[src/rtl/rdsel_pkg.sv]
// Shared definitions for the load-data alignment unit: size encodings,
// port-width helpers and the request FSM state type.
package rdsel_pkg;

    // Field size encodings: field is 2^size bytes wide.
    localparam logic [1:0] SZ_BYTE  = 2'd0;
    localparam logic [1:0] SZ_HALF  = 2'd1;
    localparam logic [1:0] SZ_WORD  = 2'd2;
    localparam logic [1:0] SZ_DWORD = 2'd3;

    typedef enum logic {ST_IDLE, ST_WAIT_HI} state_t;

    // Width of the byte-offset field for a given word width.
    function automatic int ofs_w(input int data_width);
        return $clog2(data_width / 8);
    endfunction

    // Width of the size field: must encode 0 .. ofs_w inclusive.
    function automatic int size_w(input int data_width);
        return $clog2(ofs_w(data_width) + 1);
    endfunction

endpackage

[src/rtl/rdsel_align_if.sv]
// Request/result bus between the memory read port and the writeback stage.
interface rdsel_align_if #(
    parameter int DATA_WIDTH = 32
);
    import rdsel_pkg::*;

    localparam int OFS_W  = ofs_w(DATA_WIDTH);
    localparam int SIZE_W = size_w(DATA_WIDTH);

    logic                  in_valid;
    logic                  in_ready;
    logic [DATA_WIDTH-1:0] in_data;
    logic [OFS_W-1:0]      in_offset;
    logic [SIZE_W-1:0]     in_size;
    logic                  in_signed;
    logic                  out_valid;
    logic                  out_ready;
    logic [DATA_WIDTH-1:0] out_data;
    logic                  out_split;
    logic                  out_err;

    // Upstream memory port plus downstream consumer.
    modport master (
        output in_valid, in_data, in_offset, in_size, in_signed, out_ready,
        input  in_ready, out_valid, out_data, out_split, out_err
    );

    // Alignment unit side.
    modport slave (
        input  in_valid, in_data, in_offset, in_size, in_signed, out_ready,
        output in_ready, out_valid, out_data, out_split, out_err
    );

endinterface

[src/rtl/rdsel_extract.sv]
// Combinational field extractor: shifts {hi, lo} down by the byte offset,
// keeps 2^size bytes and zero- or sign-extends them to the full word.
module rdsel_extract
    import rdsel_pkg::*;
#(
    parameter  int DATA_WIDTH = 32,
    localparam int BYTES      = DATA_WIDTH / 8,
    localparam int OFS_W      = ofs_w(DATA_WIDTH),
    localparam int SIZE_W     = size_w(DATA_WIDTH)
) (
    input  logic [DATA_WIDTH-1:0] hi,
    input  logic [DATA_WIDTH-1:0] lo,
    input  logic [OFS_W-1:0]      offset,
    input  logic [SIZE_W-1:0]     size,
    input  logic                  sgn,
    output logic [DATA_WIDTH-1:0] data
);

    logic [2*DATA_WIDTH-1:0] shifted;
    logic                    sign_bit;
    int                      nbytes;

    // Byte-granular shift, then per-byte keep-or-extend.
    always_comb begin
        shifted  = {hi, lo} >> {offset, 3'b000};
        nbytes   = 1 << size;
        sign_bit = 1'b0;
        data     = '0;
        for (int b = 0; b < BYTES; b++) begin
            if (b == nbytes - 1) begin
                sign_bit = shifted[8*b+7];
            end
        end
        for (int b = 0; b < BYTES; b++) begin
            if (b < nbytes) begin
                data[8*b +: 8] = shifted[8*b +: 8];
            end else begin
                data[8*b +: 8] = {8{sgn & sign_bit}};
            end
        end
    end

endmodule

[src/rtl/rdsel_align.sv]
// Load-data alignment unit: captures the first beat of a request, merges a
// second beat for fields straddling a word boundary, and presents the
// extended field through a registered valid/ready output.
module rdsel_align
    import rdsel_pkg::*;
#(
    parameter int DATA_WIDTH  = 32,
    parameter bit ALLOW_SPLIT = 1'b1
) (
    input  logic         clk,
    input  logic         srstn,
    rdsel_align_if.slave bus
);

    localparam int BYTES  = DATA_WIDTH / 8;
    localparam int OFS_W  = ofs_w(DATA_WIDTH);
    localparam int SIZE_W = size_w(DATA_WIDTH);

    state_t                state_q, state_d;
    logic [DATA_WIDTH-1:0] lo_q, lo_d;
    logic [OFS_W-1:0]      ofs_q, ofs_d;
    logic [SIZE_W-1:0]     size_q, size_d;
    logic                  sgn_q, sgn_d;
    logic                  out_valid_q, out_valid_d;
    logic [DATA_WIDTH-1:0] out_data_q, out_data_d;
    logic                  out_split_q, out_split_d;
    logic                  out_err_q, out_err_d;

    logic                  accept;
    logic                  legal;
    logic                  straddle;
    logic [DATA_WIDTH-1:0] x_hi, x_lo, x_data;
    logic [OFS_W-1:0]      x_ofs;
    logic [SIZE_W-1:0]     x_size;
    logic                  x_sgn;

    assign bus.in_ready  = srstn && (!out_valid_q || bus.out_ready);
    assign accept        = bus.in_valid && bus.in_ready;
    assign legal         = (int'(bus.in_size) <= OFS_W);
    assign straddle      = (int'(bus.in_offset) + (1 << bus.in_size)) > BYTES;

    assign bus.out_valid = out_valid_q;
    assign bus.out_data  = out_data_q;
    assign bus.out_split = out_split_q;
    assign bus.out_err   = out_err_q;

    // Extractor operands: live beat alone in IDLE, stored low word plus live
    // high word with the stored descriptor in WAIT_HI.
    always_comb begin
        if (state_q == ST_WAIT_HI) begin
            x_hi   = bus.in_data;
            x_lo   = lo_q;
            x_ofs  = ofs_q;
            x_size = size_q;
            x_sgn  = sgn_q;
        end else begin
            x_hi   = '0;
            x_lo   = bus.in_data;
            x_ofs  = bus.in_offset;
            x_size = bus.in_size;
            x_sgn  = bus.in_signed;
        end
    end

    rdsel_extract #(.DATA_WIDTH(DATA_WIDTH)) u_extract (
        .hi     (x_hi),
        .lo     (x_lo),
        .offset (x_ofs),
        .size   (x_size),
        .sgn    (x_sgn),
        .data   (x_data)
    );

    // Next state: request FSM, capture registers and output register.
    always_comb begin
        state_d     = state_q;
        lo_d        = lo_q;
        ofs_d       = ofs_q;
        size_d      = size_q;
        sgn_d       = sgn_q;
        out_valid_d = out_valid_q && !bus.out_ready;
        out_data_d  = out_data_q;
        out_split_d = out_split_q;
        out_err_d   = out_err_q;
        if (accept) begin
            if (state_q == ST_IDLE) begin
                lo_d   = bus.in_data;
                ofs_d  = bus.in_offset;
                size_d = bus.in_size;
                sgn_d  = bus.in_signed;
                if (!legal || (straddle && !ALLOW_SPLIT)) begin
                    out_valid_d = 1'b1;
                    out_data_d  = '0;
                    out_split_d = 1'b0;
                    out_err_d   = 1'b1;
                end else if (straddle) begin
                    state_d = ST_WAIT_HI;
                end else begin
                    out_valid_d = 1'b1;
                    out_data_d  = x_data;
                    out_split_d = 1'b0;
                    out_err_d   = 1'b0;
                end
            end else begin
                out_valid_d = 1'b1;
                out_data_d  = x_data;
                out_split_d = 1'b1;
                out_err_d   = 1'b0;
                state_d     = ST_IDLE;
            end
        end
    end

    // State registers; reset drops any half-merged request.
    always_ff @(posedge clk) begin
        if (!srstn) begin
            state_q     <= ST_IDLE;
            lo_q        <= '0;
            ofs_q       <= '0;
            size_q      <= '0;
            sgn_q       <= 1'b0;
            out_valid_q <= 1'b0;
            out_data_q  <= '0;
            out_split_q <= 1'b0;
            out_err_q   <= 1'b0;
        end else begin
            state_q     <= state_d;
            lo_q        <= lo_d;
            ofs_q       <= ofs_d;
            size_q      <= size_d;
            sgn_q       <= sgn_d;
            out_valid_q <= out_valid_d;
            out_data_q  <= out_data_d;
            out_split_q <= out_split_d;
            out_err_q   <= out_err_d;
        end
    end

endmodule

[src/flat_wrapper.sv]
// flat-port wrapper written by rule: the top's interface ports become plain ports
module rdsel_align_flat import rdsel_pkg::*;
#(
    parameter int DATA_WIDTH  = 32,
    parameter bit ALLOW_SPLIT = 1'b1
)
  (clk, srstn, bus_in_valid, bus_in_data, bus_in_offset, bus_in_size, bus_in_signed, bus_out_ready, bus_in_ready, bus_out_valid, bus_out_data, bus_out_split, bus_out_err);
  rdsel_align_if #(.DATA_WIDTH(DATA_WIDTH)) bus_i ();
  input  logic clk;
  input  logic srstn;
  input wire logic [$bits(bus_i.in_valid)-1:0] bus_in_valid;
  input wire logic [$bits(bus_i.in_data)-1:0] bus_in_data;
  input wire logic [$bits(bus_i.in_offset)-1:0] bus_in_offset;
  input wire logic [$bits(bus_i.in_size)-1:0] bus_in_size;
  input wire logic [$bits(bus_i.in_signed)-1:0] bus_in_signed;
  input wire logic [$bits(bus_i.out_ready)-1:0] bus_out_ready;
  output wire logic [$bits(bus_i.in_ready)-1:0] bus_in_ready;
  output wire logic [$bits(bus_i.out_valid)-1:0] bus_out_valid;
  output wire logic [$bits(bus_i.out_data)-1:0] bus_out_data;
  output wire logic [$bits(bus_i.out_split)-1:0] bus_out_split;
  output wire logic [$bits(bus_i.out_err)-1:0] bus_out_err;
  assign bus_i.in_valid = bus_in_valid;
  assign bus_i.in_data = bus_in_data;
  assign bus_i.in_offset = bus_in_offset;
  assign bus_i.in_size = bus_in_size;
  assign bus_i.in_signed = bus_in_signed;
  assign bus_i.out_ready = bus_out_ready;
  assign bus_in_ready = bus_i.in_ready;
  assign bus_out_valid = bus_i.out_valid;
  assign bus_out_data = bus_i.out_data;
  assign bus_out_split = bus_i.out_split;
  assign bus_out_err = bus_i.out_err;
  rdsel_align #(.DATA_WIDTH(DATA_WIDTH), .ALLOW_SPLIT(ALLOW_SPLIT)) u_core (.clk(clk), .srstn(srstn), .bus(bus_i));
endmodule
[config.mk]
export PLATFORM = sky130hd
export DESIGN_NAME = rdsel_align_flat
export DESIGN_NICKNAME = d
export VERILOG_FILES = /design/src/rtl/rdsel_pkg.sv /design/src/rtl/rdsel_align_if.sv /design/src/rtl/rdsel_extract.sv /design/src/rtl/rdsel_align.sv /design/src/flat_wrapper.sv
export SDC_FILE = /design/constraint.sdc
export NUM_CORES = 1
export LEC_CHECK = 0
export ABC_AREA = 1
export BUFFER_PORTS_ARGS = -buffer_cell sky130_fd_sc_hd__buf_4
export CORE_ASPECT_RATIO = 0.5
export CORE_UTILIZATION = 25
export DETAILED_ROUTE_END_ITERATION = 10
export PLACE_DENSITY = 0.46
export SYNTH_ARGS = -nofsm -noshare
export SYNTH_HDL_FRONTEND = slang
export SYNTH_SLANG_ARGS = --single-unit
[constraint.sdc]
create_clock -name clk -period 4.8 [get_ports clk]
set_input_delay 0.96 -clock clk [delete_from_list [all_inputs] [get_ports clk]]
set_output_delay 0.96 -clock clk [all_outputs]
set_load 0.05 [all_outputs]
Yosys cells after proc, flatten, opt, wreduce, memory -nomap -nowiden

Cells that the tools add are included.

Register bits after elaboration: 73
Latch bits: 0
Memory bits (writable): 0
ROM bits: 0
Bits of input ports: 41
Output and inout bits: 36
Memories: 0

Add/sub/neg operators: 2
Multiply operators: 0
Div/mod/pow operators: 0
Magnitude comparators: 6
Equal/unequal tests: 4
Shifts and indexed selects: 3
Muxes and demuxes: 28
Bitwise operators: 1
Reduce and logical (&&, ||, !) cells: 8

Operators by type and width:

| operator              | number |
|---|---|
| $mux 32               | 5 |
| $eq 3x32->1 const A   | 2 |
| $lt 3x32->1 const A   | 2 |
| $shl 1x2->32 const A  | 2 |
| $shr 64x5->32         | 1 |
| $add 3x32->32         | 1 |
| $eq 2x32->1 const A   | 1 |
| $gt 32x4->1 const B   | 1 |
| $logic_not 32->1      | 1 |
| $lt 1x32->1 const A   | 1 |
| $lt 2x32->1 const A   | 1 |
| $mux 8                | 4 |
| $sub 32x2->32 const B | 1 |
| $mux 1                | 17 |
| $mux 2                | 2 |
| $logic_and 1x1->1     | 3 |
| $ne 3x2->1 const B    | 1 |
| $le 2x2->1 const B    | 1 |
| $logic_not 1->1       | 2 |
| $reduce_and 2->1      | 1 |
| $and 1x1->1           | 1 |
| $logic_or 1x1->1      | 1 |

Depth between registers and ports, before layout

Depth after elaboration: 13
Gate-level depth with buffers: 14

By module

Synthesis repeated with hierarchy kept, for this count alone.

Cells, all modules: 790
Area total of the unflattened synthesis: 4787.1 sq um

By module, submodules not included:

| module        | instances | cells each | area an instance (sq um) | seq. area each (sq um) |
|---|---|---|---|---|
| rdsel_align   | 1         | 570        | 3649.8                   | 1461.4 |
| rdsel_extract | 1         | 220        | 1137.3                   | 0.0 |

Worst setup path after synthesis

OpenSTA, ideal clock, no wires.

Path type: input -> register
From: in bus_in_size[1]
To: reg u_core.out_data_q[26] (netlist: u_core.bus.out_data[26])
Arrival: 2.645 ns
Required time: 4.730 ns
Setup slack: 2.085 ns
Cell stages on the path: 13
Buffers on the path: 1
Path through: nor2_1 -> ha_1 -> inv_1 -> fa_1 -> inv_1 -> o22ai_1 -> o21ai_0 -> nand2_1 -> nand2_1 -> a21oi_2 -> buf_2 -> nand3_2 -> a21oi_2

Word-level cells in the longest chain between the ends: 13
Elaborated cells on any way between the ends: 23

Ends and longest elaborated chain:

| what                   | RTL line            | source |
|---|---|---|
| start: declaration     | flat_wrapper.sv:14  | `input wire logic [$bits(bus_i.in_size)-1:0] bus_in_size;` |
| $mux 2                 | n/a                 |  |
| $shl 1x2->32           | rdsel_extract.sv:26 | `nbytes = 1 << size;` |
| $sub 32x2->32          | rdsel_extract.sv:30 | `if (b == nbytes - 1) begin` |
| $logic_not 32->1       | rdsel_extract.sv:30 |  |
| $mux 1 (4 in series)   | rdsel_extract.sv:30 |  |
| $and 1x1->1            | rdsel_extract.sv:38 | `data[8*b +: 8] = {8{sgn & sign_bit}};` |
| $mux 8                 | rdsel_extract.sv:35 | `if (b < nbytes) begin` |
| $mux 32                | rdsel_align.sv:96   | `end else if (straddle) begin` |
| $mux 32                | rdsel_align.sv:91   | `if (!legal \|\| (straddle && !ALLOW_SPLIT)) begin` |
| $mux 32                | rdsel_align.sv:86   | `if (state_q == ST_IDLE) begin` |
| end signal: assignment | rdsel_align.sv:133  | `out_data_q <= out_data_d;` |
| end: declaration       | rdsel_align.sv:25   | `logic [DATA_WIDTH-1:0] out_data_q, out_data_d;` |

Parallel ways exist; a longest one is shown, timed or not. The select of a mux whose other input is x is not followed.
A chain may end at the register's enable or synchronous reset.

Final worst setup path

From: in bus_in_size[1]
To: reg u_core.out_data_q[21] (netlist: u_core.bus.out_data[21])

Same word-level chain as after synthesis.

==> impl_metrics.yaml <==
power_and_ir_drop:
  net-switching-power_uw: 717
  p_sw_share_pct: 37.1
  comb_power_share_pct: 28.5
  worst_ir_drop_vdd_mv: 0.162
  power.leakage_uw: 0.00218
  pwr-share-seq_pct: 34.8
  clock_power_share_pct: 36.6
  internal_power_uw: 1220
  power-per-cell-area_mw_per_mm2: 367
logic_synthesis:
  postSynthRegisterBits: 73
  synth_area_leader_cell: "dfxtp_1"
  most_frequent_cell_after_synthesis: "nand2_1"
  cell_types_occupying_the_most_area_after_synthesis: "dfxtp_1 (34%), nand2_1 (16%), o21ai_0 (10%)"
  yosysSeqAreaShare_pct: 33.9
  synth_largest_type_area_fraction_pct: 33.9
  synthTopCellsByCount: "nand2_1 (180), o21ai_0 (89), dfxtp_1 (73)"
  synth_ff_type: "dfxtp_1"
  number_of_synthesized_flops_with_an_enable_pin: 0
  syn-instance-count: 642
  postSynthAreaPerCell_um2: 6.72
  yosys.cell_types.count: 33
  synthesis.yosys.warnings: 0
  synthArstFlopShare_pct: 0
  netlist_area_mm2: 0.00432
  synthesis.nets: 686
clock_network:
  clock_sink_count: 73
  tritoncts.num_buffers: 9
  htree_num_levels: 3
  clock_insertion_delay_worst_skew_ns: 0.35
  cts_tree: "done"
  cts.reportedPaths.clkPinSlew_ns: 0.06
  cts_buffer_depth: 2
  cts.root.buffer_cell: "clkbuf_16"
  cts_hold_buffers: 0
  post_cts_resize_count: 0
  post_cts_repair_timing_setup_buffer_count: 0
place:
  place_congestion: 0.836
  io_buffers: 76
  dp_worst_setup_slack_ns: 1.41
  detailed_place_hpwl_mm: 10.5
  postPlaceCellArea_mm2: 0.00496
global_route:
  antenna_found_initial: 0
  grt_remaining_overflow: 0
  wire_length_of_the_first_global_routing_pass_mm: 23.3
  grt_start_max_net_pins: 64
  via_count_of_the_first_global_routing_pass: 4009
  groute.usage.overall_pct: 17.3
floorplanning:
  die_width_um: 188
  die-area_mm2: 0.0178
  initial_utilization_pct: 25.9
  fp.dieH_um: 94.9
  ioPinCount: 77
  core.rowCount: 33
  placeableCoreArea_mm2: 0.0166
cells_and_area:
  area.sequential_mm2: 0.00146
  postLayoutCoreUtil_pct: 31.6
  final_cell_area_mm2: 0.00527
  multi_input_area_mm2: 0.00239
  finalNetCount: 733
  diodes: 0
  num-fill-cells: 1865
  synthToLayoutAreaGrowth_pct: 22.0
  drive_gt1_share_pct: 20.6
drt:
  drt_first_iter_violations: 332
  detail_route.wl_per_cell_um: 16.5
  drcViolationCount: 0
  routedLengthMet1_mm: 8.48
  detail-route-antenna-nets: 0
  dr_wl_met2_mm: 5.67
  top_layer: "met4"
  route.final.wire_length_mm: 15.2
  wl_met3_um: 865
  post_drt_via_cell_ratio: 4.83
  dr_total_vias: 4446
  drt-pass1-iter-count: 5
worst_setup_path:
  worst_ep_required_time_ns: 5.08
  critical_path.max_fanout: 38
  critical_path_class: "in2reg"
  cp_top_family: "buffers and inverters"
  critical_path.slowest_cell: "fa_1"
  critical_path.cell_chain: "buf_4 -> nor2_1 -> ha_1 -> inv_1 -> fa_1 -> inv_1 -> o22ai_1 -> o21ai_0 -> nand2_1 -> nand2_1 -> buf_4 -> a21oi_2 -> buf_4 -> nand3_1 -> a21oi_1"
  setup.worst_path.end_class: "register"
  cp-start-kind: "input pin"
  arrival_ns: 3.33
  worst_path_most_repeated_cell: "buf_4"
  cp_slowest_stage_delay_ns: 0.47
  critical_path_buf_inv_count: 5
timing:
  fin_tns_setup_ns: 0
  final_max_slew_viol_count: 0
  worst_pin_slew_ns: 0.795
  fin_worst_skew_ns: 0.00685
  rsz0062_at_grt: "false"
  hold_violations: 0
  finalSetupViolCount: 0
  layout_worst_path_cycle_share_pct: 63.7
  fin_hold_ws_ns: 0.447
  clock.fmax_mhz: 327
  final_critical_path_setup_slack_ns: 1.74
  timing.slew.headroom_pct: 46.9
  fin_crit_ns: 3.06
job:
  max_cap_viol_count: 0
outcome:
  outcome: "finished, final reports clean"
worst_hold_path:
  worst_hold_path_type: "reg2reg"
## through the flow
stage	power [uW]	cells
2_1_floorplan	1070	642
3_3_place_gp	1230	905
3_5_place_dp	1230	905
4_1_cts	1950	921
5_1_grt	2030	921
6_report	1930	921
## cell families (layout without fill, tap and decap cells)
group / count (synthesis) / after routing / synth area share [%]
DFF: 73 / 73 / 33.9
buffers and inverters: 101 / 153 / 10.8
adders and majority gates: 3 / 3 / 1.04
and+or+nand+nor: 239 / 239 / 25.0
AOI/OAI and AO/OA: 226 / 226 / 29.3
## state kept, by name, indices dropped and copies added (netlist names)
register	flops
u_core.size_q	2
u_core.bus.out_valid	1
u_core.lo_q	32
u_core.bus.out_err	1
u_core.bus.out_data	32
u_core.ofs_q	2
u_core.sgn_q	1
u_core.bus.out_split	1
u_core.state_q	1
## power groups by stage
stage	registers [uW]	logic, uW	clock network (uW)
2_1_floorplan	733	334	0
3_3_place_gp	687	543	0
3_5_place_dp	686	544	0
4_1_cts	673	545	729
5_1_grt	678	606	751
6_report	673	552	708
## per-layer routing
| metal | global-route usage, % | vias to the layer above |
|---|---|---|
| met2 | 22.9 | 139 |
| met4 | 3.66 | 0 |
| met1 | 27.4 | 2046 |
| met3 | 3.60 | 15 |
| li1 | - | 2246 |
| met5 | 0 | - |
## worst paths after layout
path              slack (ns)           start  depth (start not counted)                      end
setup / recovery        1.74  bus_in_size[1]                         15  u_core.bus.out_data[21]
hold / removal          0.45  u_core.lo_q[1]                          2           u_core.lo_q[1]
setup reg to reg        1.95  u_core.state_q                         10  u_core.bus.out_data[21]
hold reg to reg         0.45  u_core.lo_q[1]                          2           u_core.lo_q[1]
## cells in the final DEF, fill, tap and decap left out, types with 11 or more instances in the layout
cell type	n
a21oi_1	71
a21oi_2	12
a22oi_1	15
buf_4	83
dfxtp_1	73
inv_1	47
nand2_1	180
nand3_1	23
nand3_2	12
nor2_1	14
o211ai_1	11
o21ai_0	89
o21ai_1	17
## worst register-to-register path, delay by kind of cell (launching register included)
| family | cells | cell delay (ns) |
|---|---|---|
| simple gates | 5 | 0.92 |
| flops | 1 | 0.80 |
| buf+inv | 3 | 0.76 |
| compound gates | 2 | 0.24 |
## final cells by class
class | count | area share (%)
Tap cell | 227 | 5.39
Clock inverter | 7 | 1.47
Inverter | 54 | 3.94
Multi-Input combinational cell | 468 | 45.3
Timing Repair Buffer | 83 | 11.8
Sequential cell | 73 | 27.8
Clock buffer | 9 | 4.28
(Power assumes the default switching activity.)
